==> config.mk <==
export PLATFORM = sky130hd
export DESIGN_NAME = bit_serial_adder
export DESIGN_NICKNAME = d
export VERILOG_FILES = /design/src/rtl/bit_serial_adder_pkg.sv /design/src/rtl/full_adder.sv /design/src/rtl/bit_serial_adder.sv
export SDC_FILE = /design/constraint.sdc
export NUM_CORES = 1
export LEC_CHECK = 0
export ABC_AREA = 0
export CELL_PAD_IN_SITES_DETAIL_PLACEMENT = 1
export CELL_PAD_IN_SITES_GLOBAL_PLACEMENT = 1
export CORE_ASPECT_RATIO = 0.5
export CORE_MARGIN = 3
export CORE_UTILIZATION = 41
export CTS_CLUSTER_DIAMETER = 60
export DETAILED_ROUTE_END_ITERATION = 8
export GPL_TIMING_DRIVEN = 0
export PLACE_DENSITY = 0.89
export SLEW_MARGIN = 30
export SYNTH_ARGS = -nofsm -noshare
export SYNTH_HDL_FRONTEND = slang
export SYNTH_SLANG_ARGS = --single-unit
==> constraint.sdc <==
create_clock -name clk -period 3.5 [get_ports clk]
set_input_delay 0.35 -clock clk [delete_from_list [all_inputs] [get_ports clk]]
set_output_delay 0.35 -clock clk [all_outputs]
set_load 0.02 [all_outputs]
==> src/rtl/bit_serial_adder_pkg.sv <==
// Shared definitions for the bit-serial adder: controller state encoding.
package bit_serial_adder_pkg;

  // Controller states: waiting for operands, shifting bits, holding result.
  typedef enum logic [1:0] {
    IDLE = 2'd0,
    RUN  = 2'd1,
    DONE = 2'd2
  } state_e;

endpackage

==> src/rtl/full_adder.sv <==
// One-bit full adder used for the per-bit add in the serial datapath.
module full_adder (
  input  logic a_i,
  input  logic b_i,
  input  logic cin_i,
  output logic sum_o,
  output logic cout_o
);

  // Plain gate-level full-adder equations.
  always_comb begin
    sum_o  = a_i ^ b_i ^ cin_i;
    cout_o = (a_i & b_i) | (a_i & cin_i) | (b_i & cin_i);
  end

endmodule

==> src/rtl/bit_serial_adder.sv <==
// Bit-serial unsigned adder: one bit per clock, LSB first, with a
// valid/ready handshake on both operand input and result output.
// Optional build macro BIT_SERIAL_ADDER_OVF_EN adds the ovf output
// (two's-complement overflow of the same addition).
module bit_serial_adder
  import bit_serial_adder_pkg::*;
#(
  parameter int WIDTH = 8
) (
  input  logic             clk,
  input  logic             rst_n,
  input  logic             in_valid,
  output logic             in_ready,
  input  logic [WIDTH-1:0] a,
  input  logic [WIDTH-1:0] b,
  input  logic             cin,
  output logic             out_valid,
  input  logic             out_ready,
  output logic [WIDTH-1:0] sum,
  output logic             cout
`ifdef BIT_SERIAL_ADDER_OVF_EN
  ,
  output logic             ovf
`endif
);

  localparam int CNT_W = $clog2(WIDTH);
  localparam logic [CNT_W-1:0] CNT_LAST = CNT_W'(WIDTH - 1);

  state_e           state_q, state_d;
  logic [WIDTH-1:0] a_sh_q, a_sh_d;
  logic [WIDTH-1:0] b_sh_q, b_sh_d;
  logic [WIDTH-1:0] sum_sh_q, sum_sh_d;
  logic             carry_q, carry_d;
  logic [CNT_W-1:0] cnt_q, cnt_d;
  logic             accept;
  logic             last_bit;
  logic             fa_sum;
  logic             fa_cout;
`ifdef BIT_SERIAL_ADDER_OVF_EN
  logic             ovf_q, ovf_d;
`endif

  // The only arithmetic on the datapath: one full adder reused every RUN cycle.
  full_adder u_fa (
    .a_i   (a_sh_q[0]),
    .b_i   (b_sh_q[0]),
    .cin_i (carry_q),
    .sum_o (fa_sum),
    .cout_o(fa_cout)
  );

  // Controller next state and handshake outputs, decoded from the state.
  always_comb begin
    state_d   = state_q;
    in_ready  = 1'b0;
    out_valid = 1'b0;
    accept    = 1'b0;
    last_bit  = 1'b0;
    unique case (state_q)
      IDLE: begin
        in_ready = 1'b1;
        if (in_valid) begin
          accept  = 1'b1;
          state_d = RUN;
        end
      end
      RUN: begin
        last_bit = (cnt_q == CNT_LAST);
        if (last_bit) state_d = DONE;
      end
      DONE: begin
        out_valid = 1'b1;
        if (out_ready) state_d = IDLE;
      end
      default: state_d = IDLE;
    endcase
  end

  // Datapath next state: load on accept, shift one bit per RUN cycle.
  always_comb begin
    a_sh_d   = a_sh_q;
    b_sh_d   = b_sh_q;
    sum_sh_d = sum_sh_q;
    carry_d  = carry_q;
    cnt_d    = cnt_q;
`ifdef BIT_SERIAL_ADDER_OVF_EN
    ovf_d    = ovf_q;
`endif
    if (accept) begin
      a_sh_d   = a;
      b_sh_d   = b;
      sum_sh_d = '0;
      carry_d  = cin;
      cnt_d    = '0;
    end else if (state_q == RUN) begin
      a_sh_d   = a_sh_q >> 1;
      b_sh_d   = b_sh_q >> 1;
      sum_sh_d = {fa_sum, sum_sh_q[WIDTH-1:1]};
      carry_d  = fa_cout;
      // Counter holds at its last value so it never wraps for power-of-two widths.
      if (!last_bit) cnt_d = cnt_q + CNT_W'(1);
`ifdef BIT_SERIAL_ADDER_OVF_EN
      // On the MSB, carry_q is the carry into the MSB and fa_cout the carry out.
      if (last_bit) ovf_d = carry_q ^ fa_cout;
`endif
    end
  end

  // State and datapath registers; reset abandons any operation in flight.
  always_ff @(posedge clk or negedge rst_n) begin
    if (!rst_n) begin
      state_q  <= IDLE;
      a_sh_q   <= '0;
      b_sh_q   <= '0;
      sum_sh_q <= '0;
      carry_q  <= 1'b0;
      cnt_q    <= '0;
`ifdef BIT_SERIAL_ADDER_OVF_EN
      ovf_q    <= 1'b0;
`endif
    end else begin
      state_q  <= state_d;
      a_sh_q   <= a_sh_d;
      b_sh_q   <= b_sh_d;
      sum_sh_q <= sum_sh_d;
      carry_q  <= carry_d;
      cnt_q    <= cnt_d;
`ifdef BIT_SERIAL_ADDER_OVF_EN
      ovf_q    <= ovf_d;
`endif
    end
  end

  // After the last bit the carry register holds the final carry out.
  assign sum  = sum_sh_q;
  assign cout = carry_q;
`ifdef BIT_SERIAL_ADDER_OVF_EN
  assign ovf  = ovf_q;
`endif

endmodule

# Yosys cells after proc, flatten, opt, wreduce, memory -nomap -nowiden
# Cells that the tools add are included.
word_totals:
  output_inout_bits: 11
  word_cells: 45
  regBits: 30
  input_bits: 21
classes:
  reduce_logical: 4
  muxes: 20
  addsub: 1
  bitwise_logic: 7
  n_eq_ne: 7
op_table:
  columns: ["op", "n"]
  rows:
  - ["8-bit 2-to-1 mux", 6]
  - ["3-bit 2-to-1 mux", 3]
  - ["2-bit inequality test (second input constant)", 4]
  - ["1-bit 2-to-1 mux", 7]
  - ["2-bit 2-to-1 mux", 3]
  - ["2-bit one-hot mux with 3 select lines", 1]
  - ["3-bit by 1-bit adder with 3-bit output (second input constant)", 1]
  - ["1-bit AND", 3]
  - ["3-bit == test (second input constant)", 1]
  - ["3-bit AND reduction", 1]
  - ["2-bit by 1-bit == test with 1-bit output (second input constant)", 1]
  - ["2-bit == test (second input constant)", 1]
  - ["2-bit logical NOT", 1]
  - ["1-bit OR", 2]
  - ["2-bit AND reduction", 1]
  - ["2-bit nonzero test", 1]
  - ["1-bit XOR", 2]

# Longest topological paths before layout
# Gate-level depths: netlist of the first run.
logic_depth:
  depth_word: 5
  ltp_mapped: 5
  mapped_depth_nobuf: 5

# Modules after synthesis
# A second synthesis of the first run with hierarchy kept.
unflattened:
  cells_unflattened: 132
  area_unflattened_um2: 1396.3
modules_own_cells:
  columns: ["module", "cells_each", "area_per_inst_um2", "seq_area_each_um2", "n_inst"]
  rows:
  - ["bit_serial_adder", 131, 1376.3, 750.7, 1]
  - ["full_adder", 1, 20.0, 0.0, 1]

# Worst setup path after synthesis of the first run
# No wires, ideal clock.
synth_path:
  path_kind: "register to register"
  startpoint: "register carry_q, in the netlist cout"
  endpoint: "register sum_sh_q[7], in the netlist sum[7]"
  arrival_time_ns: 1.145
  required_ns: 3.374
  path_stages_with_launch: 4
  path_buffers: 0
  path_slack_ns: 2.229
  setup_ns: 0.126
  period_less_slack_ns: 1.271
  path_cell_list: "dfrtp_1 > inv_1 > fa_1 > o21ai_0"
synth_via:
  elab_chain_len: 3
synth_rtl:
  columns: ["element", "line_no", "source"]
  rows:
  - ["from (decl)", "bit_serial_adder.sv:34", "logic carry_q, carry_d;"]
  - ["from (signal assigned)", "bit_serial_adder.sv:127", "carry_q <= carry_d;"]
  - ["1-bit XOR", "full_adder.sv:12", "sum_o = a_i ^ b_i ^ cin_i;"]
  - ["8-bit 2-to-1 mux", "bit_serial_adder.sv:96", "end else if (state_q == RUN) begin"]
  - ["8-bit 2-to-1 mux", "bit_serial_adder.sv:90", "if (accept) begin"]
  - ["to (signal assigned)", "bit_serial_adder.sv:126", "sum_sh_q <= sum_sh_d;"]
  - ["to (decl)", "bit_serial_adder.sv:33", "logic [WIDTH-1:0] sum_sh_q, sum_sh_d;"]
# Every way passes these cells. The select of a mux whose other input is x is not followed.
# A chain may end at the register's enable or synchronous reset.

# Final worst setup path of the first run
layout_path:
  startpoint: "register state_q[1]"
  endpoint: "output port in_ready"
layout_via:
  elab_chain_len: 2
layout_rtl:
  columns: ["element", "line_no", "source"]
  rows:
  - ["from (decl)", "bit_serial_adder.sv:30", "state_e state_q, state_d;"]
  - ["from (signal assigned)", "bit_serial_adder.sv:123", "state_q <= state_d;"]
  - ["2-bit logical NOT", "bit_serial_adder.sv:60", "unique case (state_q)"]
  - ["1-bit 2-to-1 mux", "bit_serial_adder.sv:60", null]
  - ["to (decl)", "bit_serial_adder.sv:13", "output logic in_ready,"]
# Every way passes these cells.

==> results.cfg, run 1 <==
[timing]
min_period_ps = 2120
finalSetupViolCount = 0
finClkSkew_ps = 4.29
grt_setup_unrepaired = no
finalHoldViolCount = 0
fin_crit_sh_pct = 60.5
tightest_slew_ps = 682
slew_violations = 0
slew_headroom_pct = 54.5
max_freq_mhz = 472
finalSetupTns_ps = 0

[floorplan]
std_cell_rows = 14
fp.dieW_microns = 90.0
initial_core_util_pct = 45.3
core_sq_mm = 0.00319
die_y_microns = 48.0
io_pins = 32
die-area_sq_mm = 0.00432

[status]
status = finished, final reports clean

[logic_synthesis]
synthCells = 141
synth.net_count = 165
synth_top_family_by_area = simple AND/OR/NAND/NOR gates
synthMuxAreaShare_pct = 0
synthAdderAreaFrac_pct = 3.12
synth_edf_count = 0
synthFlopType = dfrtp_1
yosysSeqAreaShare_pct = 51.9
ys_ff_latch = 30
synth-compound-area-share_pct = 17.7
ys_warn_count = 0
synth_xor_area_share_pct = 0
syn_area_per_cell_sq_um = 10.2
yosys.area_share.simple_pct = 20.8
async_flop_share_pct = 100
netlist_area_sq_mm = 0.00145
synth.distinct_cells = 28

[final_layout]
drive_gt1_share_pct = 13.9
final_area_sq_mm = 0.00192
finish.net_count = 203
area_growth_pct = 32.8
fill_cells = 368
diodes = 0
register_area_sq_um = 751
multi_input_area_sq_um = 602

[detailed_routing]
drcViolationCount = 0
wirelength_mm = 3.84
final_antenna_net_count = 0
drtIter0Drc = 81
wire_per_inst_microns = 16.8
num_vias = 1238
drt_pass1_iterations = 4
vias_per_cell = 5.43

[global_routing]
antenna_found_initial = 0
grt_overflow = 0
grt_pass1_vias = 1306
grt_max_degree = 31
grt_pass1_wl_mm = 6.24
gr-usage-all-layers_pct = 19.3

[critical_path]
worstPathArrival_ps = 1770
crit_fanout = 10
end_kind = primary output
startpoint_type = register
path_class = register to primary output
crit_required_ps = 3150

[placement]
hpwlAfterDp_mm = 2.67
detailed_place.area_sq_mm = 0.00181
place.port_buffers = 31
gp_congestion = 0.767

[clock_tree]
cts_setup_buffers = 0
clock_latency_ps = 290
cts_root_buf = clkbuf_8
cts_buffers = 5
cts_tree = built
clk_pin_slew_ps = 70
cts_num_sinks = 30
cts.path.max_buffers = 2
cts_hold_buffers = 0
h-tree-depth = 2
cts.repair.resized = 0

[power_and_ir_drop]
powerDensity_mw_per_mm2 = 876
p_leak_nw = 0.853
ir_drop_mv = 0.351

[run]
maxCapViolations = 0

[worst_hold_path]
hold_path.class = primary input to async pin
-- registers in the layout, indices dropped and copies added (netlist names) --
signal	flops
cout	1
a_sh_q	8
sum	8
cnt_q	3
state_q	2
b_sh_q	8
-- synthesized netlist by cell type (3+ instances only) --
| cell | instances | area share, % |
|---|---|---|
| o21ai_0 | 11 | 3.8 |
| nand2b_1 | 7 | 3.0 |
| buf_6 | 3 | 2.3 |
| a221o_1 | 5 | 3.5 |
| a22o_1 | 8 | 4.8 |
| nor3_1 | 25 | 8.7 |
| dfrtp_1 | 30 | 52 |
| nor2_1 | 11 | 2.9 |
| inv_1 | 4 | 1.0 |
| nand2_1 | 10 | 2.6 |
| buf_2 | 5 | 1.7 |
-- stage by stage --
stage | worst slack [ps] | cells | power, mW | utilization [%] | hold slack (ps)
floorplan | 2230 | 141 | 1.07 | - | 54.4
finish | 1380 | 228 | 1.68 | 60.2 | 94.1
detailed placement | 1750 | 220 | 1.33 | 56.8 | 426
global route | 1300 | 228 | 1.80 | 60.2 | 156
global placement | 1550 | 220 | 1.29 | 56.9 | 480
CTS | 1420 | 228 | 1.69 | 60.2 | 124
-- layer usage --
metal | wire length, microns | vias to the layer above | GRT usage (%)
met2 | 1820 | 31 | 35.3
met5 | 0 | - | 0
met1 | 1820 | 624 | 23.9
met4 | 23 | 0 | 6.08
met3 | 175 | 5 | 4.87
li1 | - | 578 | -
-- path summary, 6_finish.rpt --
check                           slack, ps        from  depth (start not counted)        end
worst max register to register       2050    cnt_q[0]                          5   cnt_q[1]
worst max-delay path                 1380  state_q[1]                          3   in_ready
min in group clk                      510      sum[0]                          1     sum[0]
max in group asynchronous            2960       rst_n                          1  a_sh_q[1]
worst min register to register        510      sum[0]                          1     sum[0]
worst min-delay path                   90       rst_n                          1     sum[5]
-- critical path: stages (launching register included) --
cell and delay, ps:
dfrtp_1 400, buf_2 190, nor2_1 230, clkdlybuf4s50_1 660
-- cell type report --
cell class                 count  share of cell area, %
multi-input combinational     96                   31.4
clock inverter                 3                   2.09
timing repair buffer          31                   15.9
sequential                    30                   39.1
tap                           48                   3.13
clock buffer                   5                   3.59
buffer                        10                   3.85
inverter                       5                  0.978
-- power by group --
part / internal, mW / switching, mW / leakage, nW
clock: 0.209 / 0.143 / 0.0579
sequential: 0.501 / 0.110 / 0.373
combinational: 0.344 / 0.375 / 0.422
total: 1.05 / 0.628 / 0.853
-- kinds of logic (layout without fill, tap and decap cells) --
logic type	count (synthesis)	after routing
buf+inv	15	54
flops	30	30
compound gates	34	34
simple gates	59	59
fa+ha+maj	3	3
-- cell usage in the layout (no fill, tap or decap), drive strengths merged --
master	count
nor2	12
bufinv	1
clkbuf	5
fa	1
o21ai	11
nor3	25
o21bai	1
clkinv	2
nand2b	8
o21ba	1
nor2b	2
a32o	1
buf	11
nor3b	1
dfrtp	30
o2bb2ai	1
inv	5
nand3b	1
a221o	5
a22oi	2
a21oi	2
nand2	10
a211o	1
a22o	8
ha	2
o221a	1
clkdlybuf4s50	30
(Power assumes the default switching activity.)
==> run 2: changes to the inputs <==
CORE_UTILIZATION = 38   (was 41)
PLACE_DENSITY = 0.83   (was 0.89)
clock period = 2.1 ns   (was 3.5 ns; I/O delays follow)
==> run 2 against run 1 <==
Net effect: sequential cell count unchanged; non-clock buffer count is 1 higher; clock skew up 1.7 ps; via count is 0.73% lower; sequential power up 67%; wire length down 2.4%; clock-buffer cell count increased by 2; final cell count rose by 1.8%; die area up 7.1%.
==> results.cfg, run 2 (same netlist as run 1, synthesis figures left out) <==
[critical_path]
crit_start = state_q[1]
crit_cells = 3
rr_worst_depth = 5
crit_fanout = 10
crit_buf_inv = 2
worstPathArrival_ps = 1730
crit_slowest_cell = clkdlybuf4s50_1
crit_chain = buf_2, nor2b_1, clkdlybuf4s50_1
crit_path_max_incr_delay_ps = 640
cp_top_family = buffers and inverters
crit_required_ps = 1890
path_class = register to primary output
startpoint_type = register
timing.rr.start = cnt_q[0]
end_kind = primary output

[clock_tree]
cts_num_sinks = 30
cts_setup_buffers = 0
clock_latency_ps = 280
cts_root_buf = clkbuf_8
cts.repair.resized = 0
cts.path.max_buffers = 2
cts_tree = built
h-tree-depth = 2
cts_buffers = 5
clk_pin_slew_ps = 70
cts_hold_buffers = 1

[floorplan]
die_y_microns = 49.6
initial_core_util_pct = 40.7
fp.dieW_microns = 93.2
io_pins = 32
core_sq_mm = 0.00355
die-area_sq_mm = 0.00462
std_cell_rows = 15

[timing]
max_freq_mhz = 516
slew_headroom_pct = 55.3
grt_setup_unrepaired = no
slew_violations = 0
finalHoldViolCount = 0
finalSetupViolCount = 0
finClkSkew_ps = 6.04
fin_crit_sh_pct = 92.3
min_period_ps = 1940
finalSetupTns_ps = 0
tightest_slew_ps = 671

[detailed_routing]
drtIter0Drc = 35
num_vias = 1229
drt_pass1_iterations = 6
wirelength_mm = 3.75
final_antenna_net_count = 0
vias_per_cell = 5.30
wire_per_inst_microns = 16.1
drcViolationCount = 0

[placement]
gp_congestion = 0.776
detailed_place.area_sq_mm = 0.00181
hpwlAfterDp_mm = 2.63
place.port_buffers = 31

[worst_hold_path]
hold_path.class = primary input to register
min_path_cells = 3
min_from = a[7]

[final_layout]
area_growth_pct = 32.6
finish.net_count = 204
fin_util_pct = 54.0
drive_gt1_share_pct = 13.3
final_cell_mix = 30 x dfrtp_1, 30 x clkdlybuf4s50_1, 25 x nor3_1
diodes = 0
final_area_sq_mm = 0.00192

[global_routing]
grt_max_degree = 31
gr-usage-all-layers_pct = 18.0
grt_overflow = 0
antenna_found_initial = 0
grt_pass1_vias = 1247
grt_pass1_wl_mm = 6.28

[power_and_ir_drop]
ir_drop_mv = 0.458
powerDensity_mw_per_mm2 = 1410
p_leak_nw = 0.847

[run]
maxCapViolations = 0

[status]
status = finished, final reports clean
[run 2: cell type report]
| cell class | count | area, sq um |
|---|---|---|
| clock inverter | 1 | 5.00 |
| timing repair buffer | 32 | 315 |
| buffer | 10 | 73.8 |
| fill | 403 | 1630 |
| clock buffer | 7 | 86.3 |
| multi-input combinational | 96 | 602 |
| inverter | 5 | 18.8 |
| sequential | 30 | 751 |
| tap | 51 | 63.8 |
[run 2: worst reg2reg max path, cell delays in order, from the launching register on]
cell and delay [ps]:
dfrtp_1 420, ha_1 220, ha_1 280, nor3_1 200
a21oi_1 70, o21ai_0 140
[run 2: stage by stage]
step           hold slack (ps)  setup WS [ps]  power (mW)  instances
6_report                   491            162        2.70        232
4_1_cts                    492            179        2.71        232
5_1_grt                    512           97.3        2.91        232
2_1_floorplan            -85.6            829        1.78        141
3_3_place_gp               482            263        2.16        223
3_5_place_dp               290            498        2.22        223
[run 2: power by group]
| part | leakage [nW] | switching [mW] | internal, mW |
|---|---|---|---|
| Clock | 0.0482 | 0.222 | 0.264 |
| Sequential | 0.373 | 0.186 | 0.835 |
| Combinational | 0.426 | 0.618 | 0.574 |
| Total | 0.847 | 1.03 | 1.67 |
[run 2: final timing paths]
check	slack [ps]	endpoint
min in group asynchronous	520	sum[0]
min	490	a_sh_q[7]
max	160	out_valid
max reg2reg	710	cnt_q[0]
max in group asynchronous	1140	b_sh_q[2]
min reg2reg	500	sum[0]
[run 2: layer usage]
layer	global-route usage (%)	vias to the layer above	share of wire, %	wire length, microns
li1	-	583	-	-
met1	23.0	616	46	1740
met2	29.9	23	48	1810
met3	5.03	7	4.0	149
met4	5.84	0	1.2	46
met5	0	-	0	0
==> run 3: changes to the inputs <==
PLACE_DENSITY = 0.84   (was 0.83)
SYNTH_HIERARCHICAL = 1   (was default)
==> run 3 against run 2 <==
Net effect: sequential cell count unchanged; register-to-register slack got worse by 140 ps; wire length down 0.96%; die area decreased by 3.1%; sequential power barely moved; total power shrank 0.40%; largest cell class unchanged; clock skew is 1.8 ps lower; synthesized area shrank 3.4%; hold slack worse by 9.0 ps; setup slack better by 13 ps; final cell count shrank 6.5%.
==> results.cfg, run 3 <==
[status]
status = finished, final reports clean

[logic_synthesis]
synthFlopType = dfrtp_1
netlist_area_sq_mm = 0.00140
ys_ff_latch = 30
synth_edf_count = 0
synthCells = 132
synth_top_area_share_pct = 53.8
synth_top_area_cell = dfrtp_1
syn_area_per_cell_sq_um = 10.6
async_flop_share_pct = 100
yosysSeqAreaShare_pct = 53.8
ys_warn_count = 6
synth.distinct_cells = 30
yosys-top-cells-count = 30 x dfrtp_1, 18 x nor2_1, 14 x o22ai_1, 13 x a21oi_1, 8 x a22o_1
synth.most_common_cell = dfrtp_1
synth_area_leaders = dfrtp_1 54%, o22ai_1 6.3%, a22o_1 5.0%, nor2_1 4.8%, a21oi_1 4.7%
synth.net_count = 156

[timing]
finClkSkew_ps = 4.22
min_period_ps = 1920
tightest_slew_ps = 676
fin_crit_sh_pct = 91.7
finalSetupTns_ps = 0
hold_ws_ps = 482
grt_setup_unrepaired = no
finalHoldViolCount = 0
slew_violations = 0
finalSetupViolCount = 0
max_freq_mhz = 519
slew_headroom_pct = 55.0

[critical_path]
worstPathArrival_ps = 1710
startpoint_type = register
path_class = register to primary output
crit_required_ps = 1890
crit_fanout = 10
timing.rr.start = cnt_q[0]
end_kind = primary output
crit_start = state_q[1]

[clock_tree]
cts.repair.resized = 0
clock_latency_ps = 280
cts_tree = built
cts_buffers = 5
cts_setup_buffers = 0
cts_num_sinks = 30
clk_pin_slew_ps = 60
cts.path.max_buffers = 2
cts_root_buf = clkbuf_8
h-tree-depth = 2

[detailed_routing]
final_antenna_net_count = 0
wire_per_inst_microns = 17.1
drt_pass1_iterations = 4
drcViolationCount = 0
wirelength_mm = 3.71
drtIter0Drc = 33
num_vias = 1179
vias_per_cell = 5.43

[floorplan]
std_cell_rows = 14
initial_core_util_pct = 43.1
die-area_sq_mm = 0.00448
fp.dieW_microns = 91.7
core_sq_mm = 0.00324
die_y_microns = 48.9
io_pins = 32

[worst_hold_path]
min_from = out_ready
hold_path.class = primary input to register

[global_routing]
antenna_found_initial = 0
grt.busiest_layer = met2
grt_use_met2_pct = 30.2
grt_pass1_wl_mm = 6.34
grtUsageMet1_pct = 22.6
grt_pass1_vias = 1321
grt_max_degree = 31
grtUsageMet3_pct = 4.62
gr-usage-all-layers_pct = 18.2
grt_overflow = 0

[run]
maxCapViolations = 0

[placement]
place.port_buffers = 31
detailed_place.area_sq_mm = 0.00176
gp_congestion = 0.792
hpwlAfterDp_mm = 2.61

[final_layout]
diodes = 0
final_cell_mix = 30 x dfrtp_1, 30 x clkdlybuf4s50_1, 18 x nor2_1
finish.net_count = 194
drive_gt1_share_pct = 14.2
final_area_sq_mm = 0.00185
area_growth_pct = 32.5

[power_and_ir_drop]
powerDensity_mw_per_mm2 = 1450
finalPower_mw = 2.69
p_leak_nw = 0.769
ir_drop_mv = 0.437
## run 3: repair_timing
action / in CTS / in global routing
hold endpoints to repair: 30 / 0
setup endpoints to repair: 1 / 0
hold buffers: 1 / 0
## run 3: power by group
part           total (mW)  switching, mW  internal (mW)
clock network       0.463          0.211          0.252
registers            1.04          0.203          0.837
logic                1.18          0.601          0.584
## run 3: worst max-delay path, stage by stage, from the launching register on
cell and delay, ps:
dfrtp_1 450, buf_4 210, nor2_1 140, clkdlybuf4s50_1 620
## run 3: cells by family after synthesis
group	share of synthesized area [%]
compound gates	21.5
simple gates	15.9
flops	53.8
buf+inv	5.64
fa+ha+maj	3.23
## run 3: final timing paths
path / end / slack, ps / cells after the start
max: in_ready / 180 / 3
min: state_q[1] / 480 / 2
max reg2reg: cnt_q[1] / 570 / 6
min reg2reg: sum[0] / 500 / 1
max in group asynchronous: cnt_q[0] / 1150 / 2
min in group asynchronous: b_sh_q[6] / 510 / 2
## run 3: final cells by class
class	count	area, sq um
flip-flops and latches	30	751
multi-input cells	88	567
well taps	48	60.1
inverters	4	15.0
plain buffers	9	60.1
repair buffers	32	315
fillers	371	1390
clock buffers	6	82.6
## run 3: per-layer routing
layer | up-vias | part of all wire, %
met5 | - | 0
li1 | 556 | -
met2 | 22 | 51
met4 | 0 | 1.8
met3 | 8 | 3.0
met1 | 593 | 44
## run 3: metrics by stage
step                      std cells  worst slack, ps  utilization [%]
after CTS                       217              156             57.1
after global routing            217              105             57.1
after floorplan                 132              722                -
after detailed placement        211              266             54.4
final                           217              175             57.1
after global placement          211              262             54.5
